==> src/rtl/game_sequencer.sv <==
// Boss-fight game flow: IDLE -> INTRO -> FIGHT (four spell phases) -> CLEAR/GAMEOVER,
// with lives, post-hit invulnerability and a start-key release interlock for restarts.
module game_sequencer #(
    parameter int PHASE_TICKS  = 1800,
    parameter int INTRO_TICKS  = 60,
    parameter int INVULN_TICKS = 120,
    parameter int P2_HP        = 375,
    parameter int P3_HP        = 250,
    parameter int P4_HP        = 125,
    parameter int LIVES        = 3
) (
    input  logic       clk,
    input  logic       rst,
    input  logic       tick,
    input  logic       start,
    input  logic [9:0] bosshp,
    input  logic       reimu_hit,
    output logic [2:0] state,
    output logic       enma1,
    output logic       enma2,
    output logic       enma3,
    output logic       enma4,
    output logic       boss_en,
    output logic       gameover,
    output logic [1:0] lives,
    output logic       invuln
);
    localparam int TW = $clog2(PHASE_TICKS + 1);
    localparam int IW = $clog2(INTRO_TICKS + 1);
    localparam int VW = $clog2(INVULN_TICKS + 1);

    typedef enum logic [2:0] {
        S_IDLE     = 3'd0,
        S_INTRO    = 3'd1,
        S_FIGHT    = 3'd2,
        S_CLEAR    = 3'd3,
        S_GAMEOVER = 3'd4
    } state_t;

    state_t        st, st_n;
    logic [2:0]    phase, phase_n;
    logic [TW-1:0] ptmr, ptmr_n;
    logic [IW-1:0] icnt, icnt_n;
    logic [VW-1:0] vcnt, vcnt_n;
    logic [1:0]    lives_n;
    logic          released, released_n;
    logic          load_intro;
    logic [9:0]    next_thr;

    always_comb begin
        case (phase)
            3'd1:    next_thr = 10'(P2_HP);
            3'd2:    next_thr = 10'(P3_HP);
            default: next_thr = 10'(P4_HP);
        endcase
    end

    always_comb begin
        st_n       = st;
        phase_n    = phase;
        ptmr_n     = ptmr;
        icnt_n     = icnt;
        vcnt_n     = vcnt;
        lives_n    = lives;
        released_n = released;
        load_intro = 1'b0;

        if (tick && vcnt != '0)
            vcnt_n = vcnt - VW'(1);

        case (st)
            S_IDLE: begin
                if (tick && start)
                    load_intro = 1'b1;
            end
            S_INTRO: begin
                if (tick) begin
                    icnt_n = icnt + IW'(1);
                    if (int'(icnt) + 1 >= INTRO_TICKS - 1)
                        st_n = S_FIGHT;
                end
            end
            S_FIGHT: begin
                // lives reaching zero ends the fight on the next clk, regardless of tick
                if (lives == 2'd0) begin
                    st_n       = S_GAMEOVER;
                    released_n = 1'b0;
                end else if (tick && bosshp == 10'd0) begin
                    st_n       = S_CLEAR;
                    released_n = 1'b0;
                end else begin
                    if (tick) begin
                        if (phase != 3'd4) begin
                            if (bosshp <= next_thr || ptmr == TW'(PHASE_TICKS - 1)) begin
                                phase_n = phase + 3'd1;
                                ptmr_n  = '0;
                            end else begin
                                ptmr_n = ptmr + TW'(1);
                            end
                        end else if (ptmr != TW'(PHASE_TICKS - 1)) begin
                            ptmr_n = ptmr + TW'(1);
                        end
                    end
                    if (reimu_hit && vcnt == '0) begin
                        lives_n = lives - 2'd1;
                        vcnt_n  = VW'(INVULN_TICKS);
                    end
                end
            end
            S_CLEAR, S_GAMEOVER: begin
                // a held key must be released on some tick before it can restart
                if (tick) begin
                    if (start && released)
                        load_intro = 1'b1;
                    else if (!start)
                        released_n = 1'b1;
                end
            end
            default: st_n = S_IDLE;
        endcase

        if (load_intro) begin
            st_n    = S_INTRO;
            lives_n = 2'(LIVES);
            phase_n = 3'd1;
            ptmr_n  = '0;
            icnt_n  = '0;
            vcnt_n  = '0;
        end
    end

    always_ff @(posedge clk or posedge rst) begin
        if (rst) begin
            st       <= S_IDLE;
            phase    <= 3'd1;
            ptmr     <= '0;
            icnt     <= '0;
            vcnt     <= '0;
            lives    <= 2'(LIVES);
            released <= 1'b1;
            enma1    <= 1'b0;
            enma2    <= 1'b0;
            enma3    <= 1'b0;
            enma4    <= 1'b0;
            boss_en  <= 1'b0;
            gameover <= 1'b0;
            invuln   <= 1'b0;
        end else begin
            st       <= st_n;
            phase    <= phase_n;
            ptmr     <= ptmr_n;
            icnt     <= icnt_n;
            vcnt     <= vcnt_n;
            lives    <= lives_n;
            released <= released_n;
            enma1    <= (st_n == S_FIGHT) && (phase_n == 3'd1);
            enma2    <= (st_n == S_FIGHT) && (phase_n == 3'd2);
            enma3    <= (st_n == S_FIGHT) && (phase_n == 3'd3);
            enma4    <= (st_n == S_FIGHT) && (phase_n == 3'd4);
            boss_en  <= (st_n == S_INTRO) || (st_n == S_FIGHT);
            gameover <= (st_n == S_GAMEOVER);
            invuln   <= (vcnt_n != '0);
        end
    end

    assign state = st;
endmodule

==> config.mk <==
export PLATFORM = sky130hd
export DESIGN_NAME = game_sequencer
export DESIGN_NICKNAME = d
export VERILOG_FILES = /design/src/rtl/game_sequencer.sv
export SDC_FILE = /design/constraint.sdc
export NUM_CORES = 1
export LEC_CHECK = 0
export BUFFER_PORTS_ARGS = -buffer_cell sky130_fd_sc_hd__clkbuf_2
export CAP_MARGIN = 40
export CORE_MARGIN = 2
export CORE_UTILIZATION = 55
export CTS_BUF_LIST = sky130_fd_sc_hd__clkbuf_2
export DETAILED_ROUTE_END_ITERATION = 8
export PLACE_DENSITY = 0.83
export REMOVE_ABC_BUFFERS = 1
export SLEW_MARGIN = 40
export SYNTH_ARGS = -nofsm -noshare
export SYNTH_HDL_FRONTEND = slang
export SYNTH_SLANG_ARGS = --single-unit
==> constraint.sdc <==
create_clock -name clk -period 2.4 [get_ports clk]
set_input_delay 0.48 -clock clk [delete_from_list [all_inputs] [get_ports clk]]
set_output_delay 0.48 -clock clk [all_outputs]
set_load 0.01 [all_outputs]
After elaboration in Yosys (flattened, before gate mapping)
Index checks and enable logic that the tools add are counted.
{ "word_totals": {"register_bits": 40, "latchBits": 0, "mem_bits_rw": 0, "mem_bits_ro": 0, "in_bits": 15, "out_inout_bits": 12, "elab_cells": 119, "n_memories": 0} }
{ "classes": {"add_sub_neg": 6, "n_mul": 0, "div_mod_pow": 0, "n_lt_le_gt_ge": 2, "n_eq_ne": 22, "shift": 0, "n_mux": 46, "bitwise": 0, "reduce_logical": 29} }
{ "op_table": {"columns": ["op", "count"], "rows": [
  ["2-to-1 mux 11 bit", 8],
  ["2-to-1 mux 7 bit", 6],
  ["2-to-1 mux 3 bit", 12],
  ["== test 3 x 2 -> 1 bit (second input constant)", 6],
  ["2-to-1 mux 6 bit", 3],
  ["case mux 9 bit (2 select lines)", 1],
  ["nonzero test 7 bit", 2],
  ["== test 3 x 1 -> 1 bit (second input constant)", 4],
  ["adder 11 x 1 -> 11 bit (second input constant)", 1],
  ["== test 11 bit (second input constant)", 1],
  ["!= test 11 bit (second input constant)", 1],
  ["<= comparator 10 bit", 1],
  ["zero test 10 bit", 1],
  ["2-to-1 mux 2 bit", 5],
  ["!= test 2 bit (second input constant)", 5],
  ["AND reduction 5 bit", 2],
  ["nonzero test 2 bit", 5],
  ["== test 3 bit (second input constant)", 3],
  ["logical AND 1 bit", 9],
  ["case mux 3 bit (3 select lines)", 1],
  ["2-to-1 mux 1 bit", 8],
  ["adder 6 x 1 -> 7 bit (second input constant)", 1],
  [">= comparator 7 x 6 -> 1 bit (second input constant)", 1],
  ["zero test 7 bit", 1],
  ["14 further kinds", 17]
]} }

Logic depth before layout (Yosys ltp)
Gate-level depths: netlist of run 1.
{ "depth": {"word_depth": 13, "depth_mapped": 13, "depth_no_buf": 13} }

Worst setup path after synthesis of run 1
No wires, ideal clock.
{ "synth_timing": {"path_kind": "register to register", "start": "reg phase[0]", "end": "reg ptmr[5]", "setup_time_ns": 0.096, "arrival_ns": 2.534, "required_ns": 2.304, "setup_slack_ns": -0.230, "path_stages_with_launch": 14, "path_buffers": 0, "period_less_slack_ns": 2.630, "cell_sequence": "dfstp_2 inv_1 ha_1 nand2_1 or2_2 inv_1 ha_1 nand4_1 nor3_1 a31o_1 o21ai_1 nand2_1 o2bb2a_1 o31ai_1"} }
{ "synth_between": {"elab_chain_len": 11, "word_cells_on_any_way": 15, "cone_classes": "order compare (1); eq/ne (3); mux (8); reduce/logical (3)"} }
{ "synth_lines": {"columns": ["item", "line", "source"], "rows": [
  ["start: declaration", "41", "logic [2:0] phase, phase_n;"],
  ["start signal: assignment", "150", "phase <= phase_n;"],
  ["== test 3 x 2 -> 1 bit / == test 3 x 1 -> 1 bit (equally long branches)", "51", "case (phase)"],
  ["case mux 9 bit (2 select lines)", "51", null],
  ["<= comparator 10 bit", "94", "if (bosshp <= next_thr || ptmr == TW'(PHASE_TICKS - 1)) begin"],
  ["logical OR 1 bit", "94", null],
  ["2-to-1 mux 11 bit", "94", null],
  ["2-to-1 mux 11 bit", "93", "if (phase != 3'd4) begin"],
  ["2-to-1 mux 11 bit", "92", "if (tick) begin"],
  ["2-to-1 mux 11 bit", "88", "end else if (tick && bosshp == 10'd0) begin"],
  ["2-to-1 mux 11 bit", "85", "if (lives == 2'd0) begin"],
  ["2-to-1 mux 11 bit", "71", "case (st)"],
  ["2-to-1 mux 11 bit", "122", "if (load_intro) begin"],
  ["end signal: assignment", "151", "ptmr <= ptmr_n;"],
  ["end: declaration", "42", "logic [TW-1:0] ptmr, ptmr_n;"]
]} }
Several ways; a longest one is shown, not always the timed one. The select of a mux whose other input is x is not followed.
A chain may end at the register's enable or synchronous reset.

Worst setup path after layout of run 1
{ "layout_timing": {"start": "reg phase[0]", "end": "reg enma3"} }
{ "layout_between": {"elab_chain_len": 13, "word_cells_on_any_way": 16, "cone_classes": "add/sub (1); order compare (1); eq/ne (4); mux (8); reduce/logical (2)"} }
{ "layout_lines": {"columns": ["item", "line", "source"], "rows": [
  ["== test 3 x 2 -> 1 bit / == test 3 x 1 -> 1 bit (equally long branches)", "51", null],
  ["case mux 9 bit (2 select lines)", "51", null],
  ["<= comparator 10 bit", "94", null],
  ["logical OR 1 bit", "94", null],
  ["2-to-1 mux 3 bit", "94", null],
  ["2-to-1 mux 3 bit (*)", "93", null],
  ["2-to-1 mux 3 bit (*)", "92", null],
  ["2-to-1 mux 3 bit (*)", "88", null],
  ["2-to-1 mux 3 bit (*)", "85", null],
  ["2-to-1 mux 3 bit (*)", "71", null],
  ["2-to-1 mux 3 bit (*)", "122", null],
  ["net phase_n[2]", "41", null],
  ["== test 3 x 2 -> 1 bit (*)", "158", "enma3 <= (st_n == S_FIGHT) && (phase_n == 3'd3);"],
  ["logical AND 1 bit (*)", "158", null],
  ["end signal: assignment", "158", null],
  ["end: declaration", "21", "output logic enma3,"]
]} }
The timed path passes the listed nets; every way through them passes the cells marked *.

==> metrics.txt, run 1 <==
port buffer count=26; Total Die Area=5030 um^2; ys flop type=dfrtp_1; WHS=0.108 ns; Setup crit end kind=flop; drt total wl=5940 um; grt ovf=0; number of synthesized flops with an enable pin=0; Area Growth Syn to Fin=24.7%; Worst IR Drop VDD=0.000376 V; Final min period=2.70 ns; H-tree depth=2; Inst Count DP=354; Die Height=70.9 um; synthesized area=2460 um^2; Clock Tree Buf Depth=2; number of I/O pins=27; site row count=24; sequential share of the synthesized area=40.9%; DRC=0; max cap viols=0; fin cells=370; Setup Total Neg Slack=-2.88 ns; clock sink count=40; pin count of the biggest net entering global routing=41; Die W=70.9 um; DR WL/cell=16.0 um; drt initial violations=230; Vias/cell=5.93; final core occ=70.9%; worst min path class=primary input to asynchronous set/reset pin; CTS tree=built; Initial Util=56.9%; crit path kind=flop to flop; Yosys reg bits=40; pwr dens=716 nW/um^2; Hold Violations, Final=0; clk_lat worst skew=0.43 ns; synth warn=0; skew final=0.0262 ns; failing checks=setup timing; Setup violations, final=17; fraction of registers with async set/reset=100%; Core Area=4320 um^2; syn_area_per_cell=9.15 um^2; cell area after layout=3070 um^2; commonest non-fill, non-tap cell in the layout=dfrtp_1; Reg clk slew, reported paths=0.22 ns; crit path DAT=3.02 ns; setup ws final=-0.298 ns; Worst Reg-to-Reg Cells=12; Crit Reg-Reg Startpoint=phase[0]$_DFF_PP1_; CP required=2.72 ns; Final Max Tran Viols=0; reg2reg end=enma3$_DFF_PP0_; Final period util=112%; library cells used by synthesis=54; post-route ant nets=0; Layout Nets=347; Ant. Diodes=0; Final GP Congestion=0.869; first-pass GRT wire length=9440 um; Hold-fix buffers, CTS=0; Leakage=1.44 nW; Post-Synthesis Cells=269; Power, Total=2.20 mW; RSZ-0062 raised after global routing=yes; number of fill cells in the layout=325; Worst slew margin=66.7%; Startpoint Class=flop; outcome=finished with violations; commonest non-fill, non-tap cells in the layout=dfrtp_1, clkbuf_2, nand2_1; maximum clock rate=0.371 GHz; maximum fanout along the worst path=3; Vias=2193; worst slew pin tran=0.499 ns; crit path launch=phase[0]$_DFF_PP1_; Post-DP HPWL=3810 um; DP Worst Slack=-0.291 ns; Reg2Reg Setup Slack=-0.30 ns; Pre-antenna DRT Iters=5; Inserted Clock Buffers=5; share of cells above drive strength 1=32.4%; initial antenna violation count=0; vias in the first global route=2086; GRT Util Overall=23.7%; Root Driver=clkbuf_2; placed cell areas=2720 um^2
## critical path, stage by stage, from the launching register on
cell and delay [ns]:
dfstp_2 0.62, inv_2 0.07, ha_4 0.17, nand2_2 0.08, or2_4 0.13, inv_2 0.04, ha_4 0.25, o211ai_1 0.09
a31o_1 0.23, o211ai_1 0.23, mux2i_2 0.34, nand2b_4 0.20, and3b_1 0.17
## cells by family (layout without fill, tap and decap cells)
family,count (synthesis),in the layout,share of synthesized area [%]
mux,3,3,1.42
buf+inv,24,73,4.17
compound gates,57,57,15.0
flops,40,40,40.9
simple gates,118,118,26.6
xor+xnor,12,12,4.27
fa+ha+maj,15,15,7.63
## layout make-up
type / count / area, um^2 / share of cell area, %
clock buffer: 6 / 30.0 / 0.979
clock inverter: 2 / 35.0 / 1.14
inverter: 17 / 63.8 / 2.08
multi-input combinational: 205 / 1550 / 50.7
sequential: 40 / 1010 / 32.8
tap: 52 / 65.1 / 2.12
timing repair buffer: 48 / 314 / 10.2
## what timing repair did
item | in CTS | in global routing
resized for setup | 35 | 13
endpoints found under the setup margin | 17 | 17
buffers inserted | 3 | 5
pin swaps | 13 | 8
## metal layers
layer / global-route usage [%] / part of all wire [%] / up-vias
met5: 0 / 0 / -
met3: 4.70 / 4.4 / 11
met4: 8.60 / 1.6 / 0
li1: - / - / 1059
met2: 40.3 / 53 / 67
met1: 30.0 / 41 / 1056
## power by group
part	switching (mW)	total (mW)	internal [mW]
Sequential	0.184	1.02	0.832
Combinational	0.428	0.770	0.342
Clock	0.233	0.412	0.179
## sequential cells by signal, summed over array words and instances, names as in the netlist
register  flops
ptmr         11
vcnt          7
icnt          6
phase         3
state         3
lives         2
boss_en       1
enma1         1
enma2         1
enma3         1
enma4         1
gameover      1
invuln        1
released      1
## how the worst max path moves through the flow
stage,depth (start not counted),end
after CTS,12,enma3$_DFF_PP0_
final,12,enma3$_DFF_PP0_
after global routing,13,enma3$_DFF_PP0_
after detailed placement,12,enma2$_DFF_PP0_
after global placement,12,enma2$_DFF_PP0_
after floorplan,13,ptmr[5]$_DFFE_PP0P_
## synthesized netlist by cell type (all sizes together) (3+ instances only)
| master | instances | area (um^2) |
|---|---|---|
| o31ai | 4 | 30.0 |
| a21oi | 11 | 55.1 |
| dfstp | 4 | 105 |
| nand4 | 5 | 31.3 |
| xnor2 | 6 | 52.6 |
| o211ai | 3 | 22.5 |
| xor2 | 6 | 52.6 |
| dfrtp | 36 | 901 |
| and3 | 8 | 55.1 |
| nor2b | 5 | 33.8 |
| nor4 | 6 | 67.6 |
| nand3 | 14 | 75.1 |
| o21ai | 20 | 104 |
| a22o | 5 | 43.8 |
| nor2 | 26 | 105 |
| nand2b | 3 | 18.8 |
| buf | 5 | 31.3 |
| nor3 | 12 | 60.1 |
| nand2 | 28 | 113 |
| ha | 15 | 188 |
| inv | 17 | 63.8 |
| a31oi | 3 | 18.8 |
Power figures use the tool's default switching activity.
==> run 2, diff against run 1 <==
Settings changed: ABC_AREA set to 1, PLACE_DENSITY 0.83 to 0.82.
==> run 2 against run 1 <==
  * The run still ends with setup timing left
  * Non-clock buffer count is 13 lower
  * Largest power group is now combinational cells
  * Cell count grew 16%
  * Via count grew 14%
  * First-iteration DRC count shrank 20%
  * Sequential share of layout area is 0.63 points higher
  * Critical path type unchanged
==> metrics.txt, run 2 <==
Yosys reg bits=40 (unchanged); Die W=72.0 um (+1.5%); Inserted Clock Buffers=5 (unchanged); Final GP Congestion=0.920 (+5.9%); pin count of the biggest net entering global routing=41 (unchanged); adder-cell share of the synthesized area=7.39% (-0.24 points); skew final=0.0203 ns (-0.00589 ns); Power, Total=3.00 mW (+36%); Vias=2506 (+14%); worst min path class=primary input to asynchronous set/reset pin; crit path kind=flop to flop; Root Driver=clkbuf_2; commonest non-fill, non-tap cells in the layout=nand2_1, inv_1, nor2_1; synth warn=0 (unchanged); synthesized area=2540 um^2 (+3.2%); clock sink count=40 (unchanged); maximum fanout along the worst path=8 (+5); grt ovf=0 (unchanged); placed cell areas=2740 um^2 (+0.60%); Leakage=1.50 nW (+3.9%); DRC=0 (unchanged); drt total wl=6100 um (+2.8%); largest reg by FF count=ptmr; largest family of logic cells by synthesized area=simple AND/OR/NAND/NOR gates; library cells used by synthesis=32 (-41%); vias in the first global route=2203 (+5.6%); sequential share of the synthesized area=39.6% (-1.3 points); setup ws final=-0.0801 ns (+0.218 ns); number of synthesized flops with an enable pin=0 (unchanged); Post-Synth XOR/XNOR Area=3.10% (-1.2 points); Simple-Gate Fraction of Synth Area=27.5% (+0.85 points); Reg clk slew, reported paths=0.22 ns (about the same); DR WL/cell=14.2 um (-12%); Setup violations, final=4 (-13); first-pass GRT wire length=8960 um (-5.0%); pwr dens=995 nW/um^2 (+39%); Die Height=72.0 um (+1.5%); Largest register FFs=11 (unchanged); cell with the most instances after synthesis=nand2_1; CTS tree=built; share of cells above drive strength 1=24.6% (-7.8 points); Synth top area share=35.5% (-1.1 points); Setup crit end kind=flop; drt initial violations=183 (-20%); initial antenna violation count=0 (unchanged); biggest regs=ptmr (11), vcnt (7), icnt (6); Hold Violations, Final=0 (unchanged); Synth area leaders=dfrtp_1, nand2_1, inv_1; commonest non-fill, non-tap cell in the layout=nand2_1; Vias/cell=5.83 (-1.7%); GRT Util Overall=22.0% (-1.7 points); Worst IR Drop VDD=0.000461 V (+23%); outcome=finished with violations; Worst slew margin=66.8% (about the same); failing checks=setup timing; fin cells=430 (+16%); Final Max Tran Viols=0 (unchanged); port buffer count=26 (unchanged); Ant. Diodes=0 (unchanged); H-tree depth=2 (unchanged); area of the multi-input gates=1460 um^2 (-5.9%); crit path DAT=2.84 ns (-0.18 ns); Total Die Area=5180 um^2 (+3.0%); maximum clock rate=0.403 GHz (+8.8%); number of I/O pins=27 (unchanged); clk_lat worst skew=0.42 ns (about the same); Post-DP HPWL=3890 um (+1.9%); number of fill cells in the layout=336 (+3.4%); post-synthesis mux area share=0% (-1.4 points); worst slew pin tran=0.498 ns (-0.000437 ns); share of the synthesized area in compound gates (AO/OA/AOI/OAI)=13.3% (-1.7 points); Initial Util=57.5% (+0.62 points); CP required=2.76 ns (+0.04 ns); fraction of registers with async set/reset=100% (unchanged); Inst Count DP=417 (+18%); Layout Nets=407 (+17%); site row count=24 (unchanged); RSZ-0062 raised after global routing=yes; Synth area leader=dfrtp_1; Post-Synthesis Cells=339 (+26%); post-route ant nets=0 (unchanged); Final period util=103% (-9.1 points); Area Growth Syn to Fin=18.7%; Clock Tree Buf Depth=2 (unchanged); syn_area_per_cell=7.49 um^2 (-18%); max cap viols=0 (unchanged); Core Area=4410 um^2 (+2.1%); Pre-antenna DRT Iters=5 (unchanged); Final min period=2.48 ns (-0.218 ns); Startpoint Class=flop; commonest cells in the synthesized netlist=nand2_1, inv_1, nor2_1; Hold-fix buffers, CTS=0 (unchanged); ys flop type=dfrtp_1; Register Area=1010 um^2 (+0.13%); cell area after layout=3010 um^2 (-1.8%)
## run 2: cell types whose count changed after synthesis, sizes merged, moves of 6 or more
cell	change
nor3	-8
and3	-8
inv	+38
nor4	-6
nand2	+42
nand3	+18
nor2	+22
o22ai	+7
## run 2: power by group
| part | switching, mW | internal, mW | total (mW) |
|---|---|---|---|
| clock | 0.243 | 0.174 | 0.417 |
| combinational | 0.908 | 0.605 | 1.51 |
| sequential | 0.189 | 0.881 | 1.07 |
## run 2: area by class of cell
cell class                      instances  share of cell area [%]
Clock buffer                            5                   0.830
Clock inverter                          3                    1.41
Inverter                               55                    6.85
Multi-Input combinational cell        240                    48.5
Sequential cell                        40                    33.4
Tap cell                               52                    2.16
Timing Repair Buffer                   35                    6.81
## run 2: final timing paths
kind,cells past startpoint,start,endpoint,slack [ns]
hold / removal,3,rst,enma4$_DFF_PP0_,0.11
setup reg to reg,15,phase[1]$_DFF_PP0_,enma3$_DFF_PP0_,-0.08
setup / recovery,15,phase[1]$_DFF_PP0_,enma3$_DFF_PP0_,-0.08
min in group clk,4,start,released$_DFFE_PP1P_,0.37
hold reg to reg,1,ptmr[0]$_DFFE_PP0P_,ptmr[0]$_DFFE_PP0P_,0.55
max in group asynchronous,3,rst,lives[0]$_DFFE_PP1P_,1.92
## run 2: timing repair
item	in CTS	in global routing
endpoints found under the setup margin	7	17
pin swaps	0	22
setup buffers	0	5
resized for setup	1	42
## run 2: logic make-up (layout without fill, tap and decap cells)
logic type,count (synthesis),after routing
AND/OR/NAND/NOR,162,162
XOR/XNOR,9,9
adder cells (fa/ha/maj),15,15
buffers and inverters,59,98
flip-flops,40,40
AO/OA/AOI/OAI,54,54
## run 2: critical path, stage by stage, from the launching register on
cell	delay [ns]
dfrtp_2	0.46
inv_2	0.08
ha_4	0.19
nand2_4	0.08
nor2_4	0.04
ha_1	0.32
nand2_1	0.08
a21oi_1	0.15
nand2_1	0.12
nand3_2	0.11
nand2_4	0.10
nand4_1	0.17
nand2_2	0.09
nor2_4	0.17
nand3_2	0.09
nor2_1	0.14
## run 2: routing by layer
metal	routed length [um]	part of all wire (%)	up-vias	GRT usage, %
li1	-	-	1177	-
met1	2490	41	1166	27.7
met2	2950	48	129	36.7
met3	418	6.8	34	4.44
met4	245	4.0	0	9.64
met5	0	0	-	0
## run 2: per-stage QoR
step	hold slack [ns]	utilization, %	setup WS (ns)	setup TNS (ns)
after floorplan	0.481	-	0.105	0
after global placement	0.505	62.0	0.0505	0
after detailed placement	0.528	62.0	-0.0181	-0.0401
after CTS	0.123	63.6	0.0253	0
after global routing	0.127	68.3	-0.230	-1.17
final	0.111	68.3	-0.0801	-0.186
